[src/rtl/match_pe_share_arbiter.sv]
// Shares one match PE among NUM_REQ requesters: round-robin grant into a registered
// request slot, with a source-ID FIFO that routes in-order PE responses back to their channel.
module match_pe_share_arbiter #(
  parameter int unsigned NUM_REQ         = 4,
  parameter int unsigned ADDR_WIDTH      = 25,
  parameter int unsigned TAG_BITS        = 2,
  parameter int unsigned MATCH_LEN_WIDTH = 8,
  parameter int unsigned MAX_OUTSTANDING = 8
) (
  input  logic                                 clk,
  input  logic                                 rst,
  input  logic [NUM_REQ-1:0]                   req_valid,
  output logic [NUM_REQ-1:0]                   req_ready,
  input  logic [NUM_REQ*ADDR_WIDTH-1:0]        req_head_addr,
  input  logic [NUM_REQ*ADDR_WIDTH-1:0]        req_history_addr,
  input  logic [NUM_REQ*TAG_BITS-1:0]          req_tag,
  output logic                                 pe_req_valid,
  input  logic                                 pe_req_ready,
  output logic [ADDR_WIDTH-1:0]                pe_req_head_addr,
  output logic [ADDR_WIDTH-1:0]                pe_req_history_addr,
  output logic [TAG_BITS-1:0]                  pe_req_tag,
  input  logic                                 pe_resp_valid,
  output logic                                 pe_resp_ready,
  input  logic [TAG_BITS-1:0]                  pe_resp_tag,
  input  logic [MATCH_LEN_WIDTH-1:0]           pe_resp_match_len,
  output logic [NUM_REQ-1:0]                   resp_valid,
  input  logic [NUM_REQ-1:0]                   resp_ready,
  output logic [NUM_REQ*TAG_BITS-1:0]          resp_tag,
  output logic [NUM_REQ*MATCH_LEN_WIDTH-1:0]   resp_match_len,
  output logic [$clog2(MAX_OUTSTANDING):0]     outstanding_cnt,
  output logic                                 proto_err
);

  localparam int unsigned CNT_W = $clog2(MAX_OUTSTANDING) + 1;
  localparam int unsigned IDX_W = $clog2(MAX_OUTSTANDING);
  localparam int unsigned SRC_W = $clog2(NUM_REQ);

  logic [SRC_W-1:0]      rr_ptr;
  logic [SRC_W-1:0]      grant_idx;
  logic [SRC_W-1:0]      rr_next;
  logic                  grant_any;
  logic                  slot_free;
  logic                  can_accept;
  logic                  req_fire;
  logic                  pe_fire;
  logic                  resp_fire;
  logic                  fifo_push;
  logic                  fifo_empty;
  logic                  fifo_full;
  logic [CNT_W-1:0]      wr_ptr;
  logic [CNT_W-1:0]      rd_ptr;
  logic [SRC_W-1:0]      head_src;
  logic [SRC_W-1:0]      src_mem [MAX_OUTSTANDING];
  logic [ADDR_WIDTH-1:0] sel_head;
  logic [ADDR_WIDTH-1:0] sel_hist;
  logic [TAG_BITS-1:0]   sel_tag;

  assign pe_fire    = pe_req_valid & pe_req_ready;
  assign slot_free  = !pe_req_valid | pe_fire;
  assign can_accept = slot_free & (outstanding_cnt < CNT_W'(MAX_OUTSTANDING));
  assign req_fire   = grant_any & can_accept & !rst;
  assign fifo_empty = (wr_ptr == rd_ptr);
  assign fifo_full  = (wr_ptr[IDX_W] != rd_ptr[IDX_W]) &&
                      (wr_ptr[IDX_W-1:0] == rd_ptr[IDX_W-1:0]);
  assign fifo_push  = req_fire & !fifo_full;
  assign head_src   = src_mem[rd_ptr[IDX_W-1:0]];
  assign resp_fire  = pe_resp_valid & pe_resp_ready;
  assign rr_next    = (grant_idx == SRC_W'(NUM_REQ - 1)) ? '0 : grant_idx + SRC_W'(1);
  assign resp_tag       = {NUM_REQ{pe_resp_tag}};
  assign resp_match_len = {NUM_REQ{pe_resp_match_len}};

  // Round-robin search starting at rr_ptr, plus payload mux for the winner
  always_comb begin
    logic [SRC_W-1:0] idx;
    grant_any = 1'b0;
    grant_idx = '0;
    idx       = '0;
    sel_head  = '0;
    sel_hist  = '0;
    sel_tag   = '0;
    for (int unsigned k = 0; k < NUM_REQ; k++) begin
      idx = SRC_W'((32'(rr_ptr) + k) % NUM_REQ);
      if (!grant_any && req_valid[idx]) begin
        grant_any = 1'b1;
        grant_idx = idx;
      end
    end
    for (int unsigned i = 0; i < NUM_REQ; i++) begin
      if (grant_idx == SRC_W'(i)) begin
        sel_head = req_head_addr[i*ADDR_WIDTH +: ADDR_WIDTH];
        sel_hist = req_history_addr[i*ADDR_WIDTH +: ADDR_WIDTH];
        sel_tag  = req_tag[i*TAG_BITS +: TAG_BITS];
      end
    end
  end

  // Handshake fan-out: one ready toward the granted requester, one valid toward the FIFO head
  always_comb begin
    req_ready     = '0;
    resp_valid    = '0;
    pe_resp_ready = 1'b0;
    if (req_fire) req_ready[grant_idx] = 1'b1;
    if (!fifo_empty && !rst) begin
      resp_valid[head_src] = pe_resp_valid;
      pe_resp_ready        = resp_ready[head_src];
    end
  end

  always_ff @(posedge clk) begin
    if (rst) begin
      pe_req_valid        <= 1'b0;
      pe_req_head_addr    <= '0;
      pe_req_history_addr <= '0;
      pe_req_tag          <= '0;
      rr_ptr              <= '0;
      wr_ptr              <= '0;
      rd_ptr              <= '0;
      outstanding_cnt     <= '0;
      proto_err           <= 1'b0;
    end else begin
      if (req_fire) begin
        pe_req_valid        <= 1'b1;
        pe_req_head_addr    <= sel_head;
        pe_req_history_addr <= sel_hist;
        pe_req_tag          <= sel_tag;
        rr_ptr              <= rr_next;
      end else if (pe_fire) begin
        pe_req_valid <= 1'b0;
      end
      if (fifo_push) wr_ptr <= wr_ptr + CNT_W'(1);
      if (resp_fire) rd_ptr <= rd_ptr + CNT_W'(1);
      case ({req_fire, resp_fire})
        2'b10:   outstanding_cnt <= outstanding_cnt + CNT_W'(1);
        2'b01:   outstanding_cnt <= outstanding_cnt - CNT_W'(1);
        default: outstanding_cnt <= outstanding_cnt;
      endcase
      if (pe_resp_valid && fifo_empty) proto_err <= 1'b1;
    end
  end

  // Source-ID storage needs no reset; pointers alone define occupancy
  always_ff @(posedge clk) begin
    if (fifo_push) src_mem[wr_ptr[IDX_W-1:0]] <= grant_idx;
  end

endmodule

[config.mk]
export PLATFORM = sky130hd
export DESIGN_NAME = match_pe_share_arbiter
export DESIGN_NICKNAME = d
export VERILOG_FILES = /design/src/rtl/match_pe_share_arbiter.sv
export SDC_FILE = /design/constraint.sdc
export NUM_CORES = 1
export LEC_CHECK = 0
export CAP_MARGIN = 40
export CORE_AREA = 2 2 132 134
export CTS_CLUSTER_SIZE = 16
export DETAILED_ROUTE_END_ITERATION = 10
export DIE_AREA = 0 0 134 136
export HOLD_SLACK_MARGIN = 0.05
export PLACE_DENSITY = 0.76
export SETUP_SLACK_MARGIN = 0.15
export SYNTH_ARGS = -nofsm -noshare
export SYNTH_HDL_FRONTEND = slang
export SYNTH_SLANG_ARGS = --single-unit
[constraint.sdc]
create_clock -name clk -period 4.65 [get_ports clk]
set_clock_uncertainty 0.05 [all_clocks]
set_input_delay 0.93 -clock clk [delete_from_list [all_inputs] [get_ports clk]]
set_output_delay 0.93 -clock clk [all_outputs]
set_load 0.02 [all_outputs]
==> metrics.cfg, run 1 <==
[grt]
first_global_vias=5439
grt_start_max_net_pins=103
grt_overflow=0
antenna_found_initial=1
grt_use_total_pct=20.2
grt_pass1_wl_um=28900

[drt]
totalWireLength_um=18600
vias_per_cell=4.85
drt_iter0_drc=274
drt.antenna.violating_nets=0
via_count=5650
routedWlPerCell_um=16.0
first_pass_iters=5
drc=0

[critical_path]
crit_fanout=4
critical_path_required_ps=3670
cp-start-kind=primary input
critPathArrivalTime_ps=3330
end_kind=output pin
crit_type=in2out

[outcome]
outcome=complete, no violations

[sta]
finalSetupTns_ps=0
maxSlewViolCount=0
min_period_ps=4310
slew_headroom_pct=43.0
setup_viol=0
setup_slack_ps=337
hold_violations=0
fmax_mhz=232
worstMarginPinSlew_ps=855
fin_crit_sh_pct=92.8
rsz0062_at_grt=false

[cells_and_area]
fin_nets=1172
regArea_um2=1900
design_area_um2=8610
n_fill_cell=1579
drive_gt1_share_pct=5.22
final_util_pct=51.0
multiInputGateArea_um2=3110
synthToLayoutAreaGrowth_pct=55.1

[logic_synthesis]
netlist.area_leader.share_pct=25.6
synth_edf_count=16
synth_area_um2=5550
ys_seq_area_share_pct=34.3
yosys-top-cells-count=a21oi_1 (108), nand2_1 (105), nor2_1 (80)
ys_ff_latch=87
yosysMostFrequentCell=a21oi_1
netlist_instances=725
synth_largest_area_cell=dfxtp_1
syn-num-nets=964
yosysUniqueCellTypes=45
synth.area.top_cells=dfxtp_1 (26%), a21oi_1 (9.7%), edfxtp_1 (8.7%)
yosys_warnings=0
async_flop_share_pct=0
synth_ff_type=dfxtp_1
synth.avg_cell_area_um2=7.65

[die]
die_w_um=134
core_area_um2=16900
io_pins=337
rows=48
fp.dieH_um=136
die_area_um2=18200
start_util_pct=32.9

[pwr]
powerDensity_nw_per_um2=318
leakagePower_nw=3.03
ir_worst_vdd_uv=178
total_power_w=0.00274

[clock_network]
clock_sinks=87
clockBufferDepth=2
cts_buffers=9
clk_latency_ps=350
cts-root-buf=clkbuf_16
cts_tree=yes
htreeDepth=3
clkTransAtPathRegs_ps=70

[placement]
hpwlAfterDp_um=13700
portBuffers=286
placed_area_um2=8300
place.gp.congestion=0.815
dpl_worst_slack_ps=86.6

[hold_path]
hold_path.class=reg2reg

[job]
maxCapViolations=0

## power breakdown
part | total [W] | internal (W) | switching, W
logic | 0.00111 | 0.000540 | 0.000568
registers | 0.000893 | 0.000845 | 0.0000476
clock network | 0.000734 | 0.000380 | 0.000354
total | 0.00274 | 0.00177 | 0.000969
## area by class of cell
type / instances / area share, %
Multi-Input combinational cell: 530 / 36.1
Inverter: 5 / 0.218
Clock inverter: 7 / 0.858
Sequential cell: 87 / 22.1
Clock buffer: 9 / 2.62
Timing Repair Buffer: 300 / 34.8
Antenna cell: 1 / 0.0291
Tap cell: 225 / 3.27
## kinds of logic after synthesis
logic type / Yosys count / synth area share [%]
flip-flops: 87 / 34.3
AND/OR/NAND/NOR: 269 / 23.7
multiplexers: 16 / 3.99
adder cells (fa/ha/maj): 9 / 2.03
buffers and inverters: 108 / 10.3
XOR/XNOR: 12 / 1.89
AO/OA/AOI/OAI: 224 / 23.8
## metal layers
layer	GRT usage, %	part of all wire (%)	vias to the layer above
met4	7.92	2.3	0
met1	24.3	41	2525
met5	0	0	-
li1	-	-	2907
met3	6.19	7.8	33
met2	33.9	49	185
## through the flow
stage / hold slack [ps] / std cells
final: 434 / 1164
after global routing: 473 / 1164
after CTS: 436 / 1163
after detailed placement: 415 / 1147
after global placement: 399 / 1145
after floorplan: 394 / 725
## flip-flops by register name, summed over array words and instances, names as in the netlist, named ones only
name,count
pe_req_valid,1
pe_req_head_addr,25
rd_ptr,4
outstanding_cnt,4
proto_err,1
src_mem,16
rr_ptr,2
pe_req_tag,2
wr_ptr,4
pe_req_history_addr,25
## timing repair
action | 4_1_cts | 5_1_grt
gates resized for setup | 1 | 1
endpoints found under the hold margin | 0 | 0
endpoints found under the setup margin | 1 | 1
hold buffers | 0 | 0
setup buffers | 0 | 0
pin swaps | 0 | 0
## placed cells by master, fill, tap and decap left out, types with 11 or more instances in the layout
cell type / count
clkdlybuf4s50_1: 284
a21oi_1: 108
nand2_1: 105
nor2_1: 80
dfxtp_1: 71
o21ai_0: 52
nand3b_1: 49
o211ai_1: 49
edfxtp_1: 16
buf_4: 12
mux2i_1: 11
## worst max-delay path, cell delays in order
cell             delay, ps
clkdlybuf4s50_1        520
inv_1                   70
a21oi_1                140
nor2_1                  50
a221oi_1               220
buf_4                  180
nor2b_2                290
ha_4                   180
and2_1                 110
clkdlybuf4s50_1        640
## path summary, 6_finish.rpt
path                start       endpoint  slack [ps]  cells after the start
max reg2reg     rr_ptr[0]  pe_req_tag[1]        1320                     13
max          req_valid[1]   req_ready[3]         340                     10
min reg2reg     proto_err      proto_err         430                      2
min             proto_err      proto_err         430                      2
No activity file was read; power rests on OpenSTA's default activity.
==> inputs of run 2 (changes only) <==
HOLD_SLACK_MARGIN = 0.12   (was 0.05)
==> results of run 2 <==
Same layout as run 1: the final DEF is identical, and so are final timing and power.
